## config.mk

```make
export PLATFORM = sky130hd
export DESIGN_NAME = vend_sequencer_flat
export DESIGN_NICKNAME = d
export VERILOG_FILES = /design/src/rtl/vend_sequencer_if.sv /design/src/rtl/vend_sequencer.sv /design/src/flat_wrapper.sv
export SDC_FILE = /design/constraint.sdc
export NUM_CORES = 1
export LEC_CHECK = 0
export ABC_AREA = 0
export CAP_MARGIN = 15
export CELL_PAD_IN_SITES_DETAIL_PLACEMENT = 0
export CELL_PAD_IN_SITES_GLOBAL_PLACEMENT = 1
export CORE_ASPECT_RATIO = 0.7
export CORE_UTILIZATION = 40
export DETAILED_ROUTE_END_ITERATION = 16
export PLACE_DENSITY_LB_ADDON = 0.25
export SYNTH_ARGS = -nofsm -noshare
export SYNTH_HDL_FRONTEND = slang
export SYNTH_SLANG_ARGS = --single-unit
```

## constraint.sdc

```tcl
create_clock -name clk -period 5 [get_ports clk]
set_input_delay 0.75 -clock clk [delete_from_list [all_inputs] [get_ports clk]]
set_output_delay 0.75 -clock clk [all_outputs]
set_load 0.005 [all_outputs]
```

## src/rtl/vend_sequencer_if.sv

```systemverilog
// Handshake and status bundle between the vending sequencer and its neighbours.
// slave = sequencer side, master = coin front end / actuators side.
interface vend_sequencer_if #(
   parameter int unsigned STOCK_W = 4
) ();
   logic               coin_valid;
   logic [1:0]         coin_val;
   logic               coin_ready;
   logic               cancel;
   logic               restock;
   logic               disp_req;
   logic               disp_ack;
   logic               chg_req;
   logic [1:0]         chg_coin;
   logic               chg_ack;
   logic [3:0]         credit;
   logic [STOCK_W-1:0] stock;
   logic               sold_out;
   logic               busy;

   modport slave (
      input  coin_valid, coin_val, cancel, restock, disp_ack, chg_ack,
      output coin_ready, disp_req, chg_req, chg_coin, credit, stock, sold_out, busy
   );

   modport master (
      output coin_valid, coin_val, cancel, restock, disp_ack, chg_ack,
      input  coin_ready, disp_req, chg_req, chg_coin, credit, stock, sold_out, busy
   );
endinterface

```

## src/rtl/vend_sequencer.sv

```systemverilog
// Vending transaction sequencer: coin collection, dispense handshake, coin-by-coin
// change return, stock tracking, cancel/refund and inactivity timeout.
module vend_sequencer #(
   parameter int unsigned PRICE      = 3,
   parameter int unsigned TIMEOUT    = 255,
   parameter int unsigned STOCK_W    = 4,
   parameter int unsigned STOCK_INIT = 8
) (
   input  logic              clk,
   input  logic              rst,
   vend_sequencer_if.slave   io_bus
);
   localparam int unsigned CREDIT_W = 4;
   localparam int unsigned TIMER_W  = 8;

   typedef enum logic [1:0] {
      S_IDLE     = 2'd0,
      S_COLLECT  = 2'd1,
      S_DISPENSE = 2'd2,
      S_CHANGE   = 2'd3
   } state_t;

   state_t              r_state,  w_state_nxt;
   logic [CREDIT_W-1:0] r_credit, w_credit_nxt;
   logic [STOCK_W-1:0]  r_stock,  w_stock_nxt;
   logic [TIMER_W-1:0]  r_timer,  w_timer_nxt;

   logic [1:0]          w_coin_units;
   logic [1:0]          w_chg_units;
   logic                w_coin_ok;
   logic                w_coin_ready;
   logic [CREDIT_W-1:0] w_credit_sum;

   // State and datapath registers
   always_ff @(posedge clk) begin
      if (rst) begin
         r_state  <= S_IDLE;
         r_credit <= '0;
         r_stock  <= STOCK_W'(STOCK_INIT);
         r_timer  <= '0;
      end else begin
         r_state  <= w_state_nxt;
         r_credit <= w_credit_nxt;
         r_stock  <= w_stock_nxt;
         r_timer  <= w_timer_nxt;
      end
   end

   // Next-state and datapath update
   always_comb begin
      w_state_nxt  = r_state;
      w_credit_nxt = r_credit;
      w_stock_nxt  = r_stock;
      w_timer_nxt  = r_timer;

      unique case (io_bus.coin_val)
         2'b01:   w_coin_units = 2'd1;
         2'b10:   w_coin_units = 2'd2;
         default: w_coin_units = 2'd0;
      endcase
      // Invalid codes are consumed but behave exactly like "no coin"
      w_coin_ok    = io_bus.coin_valid && w_coin_ready && (w_coin_units != 2'd0);
      w_credit_sum = r_credit + CREDIT_W'(w_coin_units);
      w_chg_units  = (r_credit >= CREDIT_W'(2)) ? 2'd2 : 2'd1;

      unique case (r_state)
         S_IDLE: begin
            if (io_bus.restock) w_stock_nxt = STOCK_W'(STOCK_INIT);
            if (w_coin_ok) begin
               w_credit_nxt = CREDIT_W'(w_coin_units);
               w_timer_nxt  = '0;
               w_state_nxt  = (CREDIT_W'(w_coin_units) >= CREDIT_W'(PRICE)) ? S_DISPENSE
                                                                           : S_COLLECT;
            end
         end
         S_COLLECT: begin
            // A coin arriving with cancel is credited before the cancel is judged
            if (w_coin_ok) begin
               w_credit_nxt = w_credit_sum;
               w_timer_nxt  = '0;
               if (w_credit_sum >= CREDIT_W'(PRICE)) w_state_nxt = S_DISPENSE;
               else if (io_bus.cancel)               w_state_nxt = S_CHANGE;
            end else if (io_bus.cancel || (r_timer == TIMER_W'(TIMEOUT - 1))) begin
               w_state_nxt = S_CHANGE;
            end else begin
               w_timer_nxt = r_timer + TIMER_W'(1);
            end
         end
         S_DISPENSE: begin
            if (io_bus.disp_ack) begin
               w_stock_nxt  = r_stock - STOCK_W'(1);
               w_credit_nxt = r_credit - CREDIT_W'(PRICE);
               w_state_nxt  = (r_credit != CREDIT_W'(PRICE)) ? S_CHANGE : S_IDLE;
            end
         end
         S_CHANGE: begin
            if (io_bus.chg_ack) begin
               w_credit_nxt = r_credit - CREDIT_W'(w_chg_units);
               if (r_credit == CREDIT_W'(w_chg_units)) w_state_nxt = S_IDLE;
            end
         end
         default: w_state_nxt = S_IDLE;
      endcase
   end

   // Outputs decoded from registered state only
   always_comb begin
      w_coin_ready       = ((r_state == S_IDLE) || (r_state == S_COLLECT)) && (r_stock != '0);
      io_bus.coin_ready  = w_coin_ready;
      io_bus.disp_req    = (r_state == S_DISPENSE);
      io_bus.chg_req     = (r_state == S_CHANGE);
      io_bus.chg_coin    = 2'b00;
      if (r_state == S_CHANGE)
         io_bus.chg_coin = (r_credit >= CREDIT_W'(2)) ? 2'b10 : 2'b01;
      io_bus.credit      = r_credit;
      io_bus.stock       = r_stock;
      io_bus.sold_out    = (r_stock == '0);
      io_bus.busy        = (r_state == S_DISPENSE) || (r_state == S_CHANGE);
   end
endmodule
```

## src/flat_wrapper.sv

```systemverilog
// flat-port wrapper written by rule: the top's interface ports become plain ports
module vend_sequencer_flat 
#(
   parameter int unsigned PRICE      = 3,
   parameter int unsigned TIMEOUT    = 255,
   parameter int unsigned STOCK_W    = 4,
   parameter int unsigned STOCK_INIT = 8
)
  (clk, rst, io_bus_coin_valid, io_bus_coin_val, io_bus_cancel, io_bus_restock, io_bus_disp_ack, io_bus_chg_ack, io_bus_coin_ready, io_bus_disp_req, io_bus_chg_req, io_bus_chg_coin, io_bus_credit, io_bus_stock, io_bus_sold_out, io_bus_busy);
  vend_sequencer_if #(.STOCK_W(STOCK_W)) io_bus_i ();
  input  logic clk;
  input  logic rst;
  input wire logic [$bits(io_bus_i.coin_valid)-1:0] io_bus_coin_valid;
  input wire logic [$bits(io_bus_i.coin_val)-1:0] io_bus_coin_val;
  input wire logic [$bits(io_bus_i.cancel)-1:0] io_bus_cancel;
  input wire logic [$bits(io_bus_i.restock)-1:0] io_bus_restock;
  input wire logic [$bits(io_bus_i.disp_ack)-1:0] io_bus_disp_ack;
  input wire logic [$bits(io_bus_i.chg_ack)-1:0] io_bus_chg_ack;
  output wire logic [$bits(io_bus_i.coin_ready)-1:0] io_bus_coin_ready;
  output wire logic [$bits(io_bus_i.disp_req)-1:0] io_bus_disp_req;
  output wire logic [$bits(io_bus_i.chg_req)-1:0] io_bus_chg_req;
  output wire logic [$bits(io_bus_i.chg_coin)-1:0] io_bus_chg_coin;
  output wire logic [$bits(io_bus_i.credit)-1:0] io_bus_credit;
  output wire logic [$bits(io_bus_i.stock)-1:0] io_bus_stock;
  output wire logic [$bits(io_bus_i.sold_out)-1:0] io_bus_sold_out;
  output wire logic [$bits(io_bus_i.busy)-1:0] io_bus_busy;
  assign io_bus_i.coin_valid = io_bus_coin_valid;
  assign io_bus_i.coin_val = io_bus_coin_val;
  assign io_bus_i.cancel = io_bus_cancel;
  assign io_bus_i.restock = io_bus_restock;
  assign io_bus_i.disp_ack = io_bus_disp_ack;
  assign io_bus_i.chg_ack = io_bus_chg_ack;
  assign io_bus_coin_ready = io_bus_i.coin_ready;
  assign io_bus_disp_req = io_bus_i.disp_req;
  assign io_bus_chg_req = io_bus_i.chg_req;
  assign io_bus_chg_coin = io_bus_i.chg_coin;
  assign io_bus_credit = io_bus_i.credit;
  assign io_bus_stock = io_bus_i.stock;
  assign io_bus_sold_out = io_bus_i.sold_out;
  assign io_bus_busy = io_bus_i.busy;
  vend_sequencer #(.PRICE(PRICE), .TIMEOUT(TIMEOUT), .STOCK_W(STOCK_W), .STOCK_INIT(STOCK_INIT)) u_core (.clk(clk), .rst(rst), .io_bus(io_bus_i));
endmodule
```

# ---- Yosys cells after proc, flatten, opt, wreduce, memory -nomap -nowiden
# Cells that the tools add are included.
dict set report classes {
  order_cmp 3
  eq_ne 17
  bitwise_logic 0
  div_mod_pow 0
  n_addsub 5
  reduce_logical 16
  n_shift 0
  multipliers 0
  n_mux 26
}
# op count
set op_table {}
lappend op_table {{two-way mux 2 bit} 12}
lappend op_table {{two-way mux 4 bit} 6}
lappend op_table {{two-way mux 8 bit} 3}
lappend op_table {{one-hot mux 4 bit (4 select lines)} 1}
lappend op_table {{one-hot mux 8 bit (2 select lines)} 1}
lappend op_table {{adder 8 x 1 -> 8 bit (second input constant)} 1}
lappend op_table {{equality test 8 bit (second input constant)} 1}
lappend op_table {{>= comparator 4 x 2 -> 1 bit (second input constant)} 2}
lappend op_table {{one-hot mux 2 bit (4 select lines)} 1}
lappend op_table {{one-hot mux 4 bit (2 select lines)} 1}
lappend op_table {{equality test 2 bit (second input constant)} 3}
lappend op_table {{!= test 2 x 1 -> 1 bit (second input constant)} 3}
lappend op_table {{!= test 2 bit (second input constant)} 3}
lappend op_table {{AND reduction 3 bit} 2}
lappend op_table {{AND reduction 6 bit} 1}
lappend op_table {{nonzero test 2 bit} 3}
lappend op_table {{adder 4 x 2 -> 4 bit} 1}
lappend op_table {{equality test 2 x 1 -> 1 bit (second input constant)} 2}
lappend op_table {{equality test 4 x 2 -> 1 bit} 1}
lappend op_table {{logical NOT 4 bit} 1}
lappend op_table {{!= test 4 x 2 -> 1 bit (second input constant)} 1}
lappend op_table {{!= test 4 bit (second input constant)} 1}
lappend op_table {{one-hot mux 2 bit (2 select lines)} 1}
lappend op_table {{AND reduction 4 bit} 1}
lappend op_table {{other kinds (10)} 14}
dict set report totals {
  mem_bits_ro 0
  memories 0
  reg_bits 18
  ram_bits 0
  latchBits 0
  word_cells 71
  in_bits 9
}

# ---- Logic depth before layout (Yosys ltp)
# Gate-level depths: netlist (run 1).
dict set report logic_depth {
  ltp_word 7
  depth_mapped 11
}

# ---- Worst setup path after synthesis (run 1)
# Ideal clock, no wire load.
dict set report synth_timing {
  path_kind {input -> register}
  from {in io_bus_coin_val[0]}
  to {reg u_core.r_state[0]}
  n_path_buf 0
  arrival_ns 2.081
  cell_stages 6
  required_time_ns 4.885
  path_slack_ns 2.804
  cell_sequence {inv_1 > ha_1 > or4b_4 > o22ai_2 > o2111ai_1 > o21a_1}
}
dict set report synth_between {
  elab_chain_cells 7
}
# item line_no
set synth_lines {}
lappend synth_lines {{start: declaration} flat_wrapper.sv:14} ;# input wire logic [$bits(io_bus_i.coin_val)-1:0] io_bus_coin_val;
lappend synth_lines {{equality test 2 bit or equality test 2 x 1 -> 1 bit (tied branches)} vend_sequencer.sv:56} ;# unique case (io_bus.coin_val)
lappend synth_lines {{one-hot mux 2 bit (2 select lines) *} vend_sequencer.sv:56}
lappend synth_lines {{adder 4 x 2 -> 4 bit} vend_sequencer.sv:63} ;# w_credit_sum = r_credit + CREDIT_W'(w_coin_units);
lappend synth_lines {{>= comparator 4 x 2 -> 1 bit} vend_sequencer.sv:81} ;# if (w_credit_sum >= CREDIT_W'(PRICE)) w_state_nxt = S_DISPENSE;
lappend synth_lines {{two-way mux 2 bit} vend_sequencer.sv:81}
lappend synth_lines {{two-way mux 2 bit} vend_sequencer.sv:78} ;# if (w_coin_ok) begin
lappend synth_lines {{one-hot mux 2 bit (4 select lines)} vend_sequencer.sv:66} ;# unique case (r_state)
lappend synth_lines {{end signal: assignment} vend_sequencer.sv:42} ;# r_state <= w_state_nxt;
lappend synth_lines {{end: declaration} vend_sequencer.sv:23} ;# state_t r_state, w_state_nxt;
# Mark *: on every way between the ends. The rest lies on a longest branch, timed or not. The select of a mux whose other input is x is not followed.
# A chain may end at the register's enable or synchronous reset.

# ---- Worst setup path after layout (run 1)
dict set report layout_timing {
  from {reg u_core.r_state[0]}
  to {out io_bus_chg_coin[0]}
}
dict set report layout_between {
  elab_chain_cells 2
}
# item line_no
set layout_lines {}
lappend layout_lines {{equality test 2 bit} vend_sequencer.sv:113} ;# if (r_state == S_CHANGE)
lappend layout_lines {{two-way mux 2 bit} vend_sequencer.sv:113}
lappend layout_lines {{end: declaration} flat_wrapper.sv:22} ;# output wire logic [$bits(io_bus_i.chg_coin)-1:0] io_bus_chg_coin;
# No other way between the ends.

==> flow_metrics.py, run 1 <==
metrics = {
    "die": {
        "die_y_um": 51.30,
        "die_w_um": 72.43,
        "ioPinCount": 24,
        "die-area_um2": 3716,
        "start_util": 0.4296,
        "core_area_um2": 3233,
        "rows": 17,
    },
    "job": {
        "maxCapViolations": 0,
    },
    "finish": {
        "drive_gt1_frac": 0.05729,
        "synthToLayoutAreaGrowth_pct": 20.90,
        "finalNonFillerCells": 239,
        "fill_cells": 337,
        "postLayoutCellArea_um2": 1679,
        "num-nets-final": 217,
        "antenna_cells": 0,
    },
    "placement": {
        "numPortBuffers": 23,
        "gp_congestion": 0.8652,
        "dp_hpwl_mm": 2.544,
        "placed_cell_area_um2": 1638,
        "dpl.cell_count": 236,
    },
    "detailed_routing": {
        "first_iter_violations": 66,
        "viasPerCell": 5.238,
        "firstDrtPassIters": 4,
        "wl_mm": 3.200,
        "drc_errors": 0,
        "detail_route.wl_per_cell_um": 13.39,
        "vias": 1252,
        "ant_nets": 0,
    },
    "clocking": {
        "cts_resized": 0,
        "clock_path_buffers": 2,
        "cts_made_buffers": 3,
        "hold_buffers": 0,
        "cts_sinks": 18,
        "cts.htree.levels": 1,
        "cts_setup_buffers": 0,
        "clk_latency_ns": 0.25,
        "cts_root_buffer": "clkbuf_8",
        "cts_tree": "done",
        "path_clk_slew_ns": 0.06,
    },
    "logic_synthesis": {
        "netlist_top_cells_area": "dfxtp_1 (26%), ha_1 (12%), nor2_1 (6.5%)",
        "synth_top_cell_by_area": "dfxtp_1",
        "synth_nets": 197,
        "yosysWarnings": 0,
        "syn_area_per_cell_um2": 7.982,
        "post_synth_num_cell_types": 41,
        "synth_seq_area_share": 0.2595,
        "synth_top_area_frac": 0.2595,
        "syn_area_um2": 1389,
        "synthCells": 174,
        "ys_ff_latch": 18,
    },
    "critical_path": {
        "worst_r2r_startpoint": "u_core.io_bus.credit[1]$_SDFFE_PP0P_",
        "crit_path_top_delay_cell": "dfxtp_1",
        "startpoint_type": "flop",
        "rr_worst_depth": 10,
        "cp_top_family": "flip-flops",
        "crit_buf_inv": 1,
        "required_ns": 4.25,
        "crit_cells": 3,
        "startpoint": "u_core.r_state[0]$_SDFFE_PP0P_",
        "worstPathMaxFanout": 22,
        "critPathMaxStageDelay_ns": 0.87,
        "path_cells": "nand2_1 > nor2_1 > clkdlybuf4s50_1",
        "critPathKind": "reg -> out",
        "crit_arrival_ns": 1.97,
        "end_kind": "output port",
    },
    "sta": {
        "setup_viol": 0,
        "hold_slack_ns": 0.5198,
        "period_minus_slack_ns": 2.723,
        "maxSlewHeadroom": 0.4394,
        "timing.fmax_mhz": 367.3,
        "worst_pin_slew_ns": 0.8397,
        "fin_tns_setup_ns": 0,
        "grt_setup_unrepaired": "no",
        "finalHoldViolCount": 0,
        "fin_crit_sh": 0.5445,
        "finalClockSkew_ns": 0.0009258,
        "slew_viol_final": 0,
    },
    "global_route": {
        "overflow": 0,
        "grt_pass1_vias": 1202,
        "antenna_found_initial": 0,
        "grt_max_degree": 23,
        "grt_pass1_wl_mm": 5.513,
        "grt_usage": 0.1935,
    },
    "pwr": {
        "leakagePower_nw": 0.6444,
        "irDropWorstVdd_mv": 0.1900,
        "p_per_area_nw_per_um2": 477.2,
    },
    "hold_path": {
        "min_from": "u_core.r_timer[5]$_SDFFE_PP0P_",
        "hold_path_depth": 2,
        "hold_path.class": "reg -> reg",
    },
    "run_status": {
        "status": "completed",
    },
}
[cell usage after synthesis]
master,n
nor2_1,24
nand2_1,20
dfxtp_1,18
a21oi_1,15
ha_1,13
inv_1,13
xnor2_1,6
o211ai_1,5
xor2_1,5
buf_2,4
nand3_1,4
nand4_1,4
mux2i_1,3
nand2b_1,3
o21ai_0,3
a211oi_1,2
a311oi_1,2
clkbuf_1,2
nor3b_2,2
nor4_1,2
nor4b_1,2
o21a_1,2
or3_1,2
a21o_1,1
a32oi_1,1
and3_1,1
and4_1,1
buf_4,1
clkbuf_2,1
fa_1,1
inv_2,1
mux4_2,1
nor2b_1,1
nor4b_4,1
o2111a_1,1
o2111ai_1,1
o211a_1,1
o22ai_2,1
o32ai_1,1
or2_2,1
or4b_4,1
[sequential cells by signal, indices dropped and copies added (netlist names)]
signal,cells
u_core.r_timer,8
u_core.io_bus.credit,4
u_core.io_bus.stock,4
u_core.r_state,2
[cells by family after synthesis]
family                     Yosys count  share of synthesized area
muxes                                4                    0.03784
and+or+nand+nor                     69                     0.2604
AOI/OAI and AO/OA                   36                     0.1748
xor gates and xnor gates            11                    0.06937
adders and majority gates           14                     0.1315
DFF                                 18                     0.2595
buffers and inverters               22                    0.06667
[report_power, final]
group | switching, mW | internal [mW] | total [mW] | leakage, nW
sequential | 0.0756 | 0.174 | 0.250 | 0.146
clock | 0.0469 | 0.0535 | 0.100 | 0.0216
combinational | 0.222 | 0.229 | 0.451 | 0.476
[metrics by stage]
step	util	power [mW]	setup WS (ns)
2_1_floorplan	-	0.5479	2.804
3_3_place_gp	0.5066	0.6957	2.157
3_5_place_dp	0.5066	0.6999	2.158
4_1_cts	0.5194	0.8070	2.278
5_1_grt	0.5194	0.8865	2.070
6_report	0.5194	0.8013	2.277
[path summary, 6_finish.rpt]
check / end / slack [ns]
min: u_core.r_timer[5]$_SDFFE_PP0P_ / 0.52
min reg2reg: u_core.r_timer[5]$_SDFFE_PP0P_ / 0.52
max reg2reg: u_core.io_bus.credit[2]$_SDFFE_PP0P_ / 2.67
max: io_bus_chg_coin[0] / 2.28
[worst register-to-register path, cell delays in order, from the launching register on]
cell     delay, ns
dfxtp_1       0.58
ha_1          0.22
nor2_1        0.04
nand2_1       0.14
inv_1         0.10
ha_1          0.22
fa_1          0.36
a21oi_1       0.18
xnor2_1       0.08
a32oi_1       0.19
a21oi_1       0.09
[final cells by class]
cell class	count	area, um^2	area share
multi-input combinational	134	935.9	0.5574
sequential	18	360.3	0.2146
timing repair buffer	23	230.2	0.1371
tap	47	58.81	0.03502
inverter	14	52.55	0.03130
clock buffer	3	41.29	0.02459
[cells in the final DEF (no fill, tap or decap), drive strengths merged, types with 2 or more instances in the layout]
cell type / Yosys / layout
nand4: 4 / 4
nand2b: 3 / 3
ha: 13 / 13
nor4: 2 / 2
nor2: 24 / 24
a311oi: 2 / 2
nand3: 4 / 4
a211oi: 2 / 2
xnor2: 6 / 6
clkbuf: 3 / 3
dfxtp: 18 / 18
o21a: 2 / 2
xor2: 5 / 5
a21oi: 15 / 15
inv: 14 / 14
mux2i: 3 / 3
nor3b: 2 / 2
o211ai: 5 / 5
or3: 2 / 2
o21ai: 3 / 3
clkdlybuf4s50: 0 / 23
nand2: 20 / 20
nor4b: 3 / 3
[routing by layer]
metal	vias to the layer above	track usage	part of all wire
met4	0	0.02941	0.0025
li1	645	-	-
met1	571	0.2749	0.53
met2	33	0.2991	0.42
met3	3	0.04931	0.048
met5	-	0	0
Note: power is estimated with default switching activity, not from simulation.
==> run 2: changes to the inputs <==
--- a/config.mk
+++ b/config.mk
@@ -10,7 +10,7 @@
 export CELL_PAD_IN_SITES_DETAIL_PLACEMENT = 0
 export CELL_PAD_IN_SITES_GLOBAL_PLACEMENT = 1
 export CORE_ASPECT_RATIO = 0.7
-export CORE_UTILIZATION = 40
+export CORE_UTILIZATION = 38
 export DETAILED_ROUTE_END_ITERATION = 16
 export PLACE_DENSITY_LB_ADDON = 0.25
 export SYNTH_ARGS = -nofsm -noshare
==> constraint.sdc (replaced) <==
create_clock -name clk -period 2.6 [get_ports clk]
set_input_delay 0.39 -clock clk [delete_from_list [all_inputs] [get_ports clk]]
set_output_delay 0.39 -clock clk [all_outputs]
set_load 0.005 [all_outputs]
==> flow_metrics.py, run 2 (synthesis gave the netlist of run 1 again) <==
metrics = {
    "run_status": {
        "status": "completed",
    },
    "finish": {
        "largest_reg_flops": 8,
        "drive_gt1_frac": 0.08586,
        "final_cell_mix": "nor2_1 (24), clkdlybuf4s50_1 (23), nand2_1 (20)",
        "postLayoutCellArea_um2": 1730,
        "num-nets-final": 222,
        "fill_cells": 322,
        "final_common_cell": "nor2_1",
        "synthToLayoutAreaGrowth_pct": 24.59,
        "antenna_cells": 0,
        "top_register": "u_core.r_timer",
    },
    "clocking": {
        "cts.htree.levels": 1,
        "cts_tree": "done",
        "clk_latency_ns": 0.25,
        "clock_path_buffers": 2,
        "cts_sinks": 18,
        "cts_made_buffers": 3,
        "cts_setup_buffers": 0,
        "path_clk_slew_ns": 0.07,
        "cts_root_buffer": "clkbuf_8",
        "cts_resized": 0,
        "hold_buffers": 0,
    },
    "detailed_routing": {
        "first_iter_violations": 99,
        "detail_route.wl_per_cell_um": 13.22,
        "viasPerCell": 5.355,
        "drc_errors": 0,
        "vias": 1312,
        "ant_nets": 0,
        "firstDrtPassIters": 4,
        "wl_mm": 3.239,
    },
    "sta": {
        "timing.final.ws_setup_ns": 0.2891,
        "timing.fmax_mhz": 432.7,
        "maxSlewHeadroom": 0.6691,
        "hold_slack_ns": 0.5237,
        "fin_tns_setup_ns": 0,
        "finalClockSkew_ns": 0.006016,
        "fin_crit_sh": 0.8888,
        "slew_viol_final": 0,
        "period_minus_slack_ns": 2.311,
        "worst_pin_slew_ns": 0.4957,
        "finalHoldViolCount": 0,
        "grt_setup_unrepaired": "no",
        "setup_viol": 0,
    },
    "pwr": {
        "leakagePower_nw": 0.6773,
        "p_per_area_nw_per_um2": 928.9,
        "irDropWorstVdd_mv": 0.3591,
    },
    "critical_path": {
        "critPathKind": "in -> reg",
        "end_kind": "flop",
        "crit_arrival_ns": 2.51,
        "worstPathMaxFanout": 3,
        "required_ns": 2.80,
        "startpoint_type": "input pin",
    },
    "global_route": {
        "grt_usage": 0.1848,
        "antenna_found_initial": 0,
        "overflow": 0,
        "grt_max_degree": 14,
        "grt_pass1_vias": 1224,
        "grt_pass1_wl_mm": 5.478,
    },
    "die": {
        "die_y_um": 52.58,
        "start_util": 0.4186,
        "rows": 17,
        "die_w_um": 74.26,
        "ioPinCount": 24,
        "die-area_um2": 3904,
        "core_area_um2": 3318,
    },
    "hold_path": {
        "hold_path.class": "reg -> reg",
    },
    "job": {
        "maxCapViolations": 0,
    },
    "placement": {
        "gp_congestion": 0.8314,
        "placed_cell_area_um2": 1675,
        "numPortBuffers": 23,
        "dp_hpwl_mm": 2.537,
        "dp_slack_ns": 0.08706,
    },
}
run 2: changes by cell type in the layout (fill, tap and decap cells not counted), sizes merged:
cell and change:
buf +5, clkbuf +1
run 2: stage by stage:
stage / power, mW / std cells / util
3_3_place_gp: 1.378 / 241 / 0.5049
4_1_cts: 1.617 / 245 / 0.5215
6_report: 1.607 / 245 / 0.5215
5_1_grt: 1.779 / 245 / 0.5215
2_1_floorplan: 1.054 / 174 / -
3_5_place_dp: 1.376 / 241 / 0.5049
run 2: per-layer routing:
metal  vias to the layer above  global-route usage  routed length (um)
li1                        656                   -                   -
met1                       594              0.2676                1592
met2                        58              0.2727                1327
met3                         4             0.05385                 300
met4                         0             0.03145                  19
met5                         -                   0                   0
run 2: final timing paths:
check	start	end	slack, ns	depth (start not counted)
setup / recovery	io_bus_coin_val[1]	u_core.r_state[0]$_SDFFE_PP0P_	0.29	10
hold / removal	u_core.r_timer[5]$_SDFFE_PP0P_	u_core.r_timer[5]$_SDFFE_PP0P_	0.52	2
setup reg to reg	u_core.io_bus.credit[0]$_SDFFE_PP0P_	u_core.io_bus.credit[3]$_SDFFE_PP0P_	0.35	11
hold reg to reg	u_core.r_timer[5]$_SDFFE_PP0P_	u_core.r_timer[5]$_SDFFE_PP0P_	0.52	2
run 2: worst max-delay path, stage by stage:
cell	delay [ns]
clkdlybuf4s50_1	0.51
inv_1	0.05
ha_1	0.21
ha_1	0.23
ha_1	0.18
a21oi_1	0.15
xnor2_1	0.11
a21oi_1	0.18
nor4b_1	0.34
o21a_1	0.15
run 2: layout make-up:
cell class / instances / area (um^2) / area share
Multi-Input combinational cell: 134 / 935.9 / 0.5409
Sequential cell: 18 / 360.3 / 0.2082
Timing Repair Buffer: 28 / 267.8 / 0.1547
Tap cell: 47 / 58.81 / 0.03398
Clock buffer: 4 / 55.05 / 0.03181
Inverter: 14 / 52.55 / 0.03037
run 2: power by group:
part | internal (mW) | switching [mW] | leakage, nW | total, mW
Clock | 0.134 | 0.0937 | 0.0288 | 0.228
Combinational | 0.471 | 0.478 | 0.502 | 0.950
Sequential | 0.335 | 0.0952 | 0.146 | 0.430
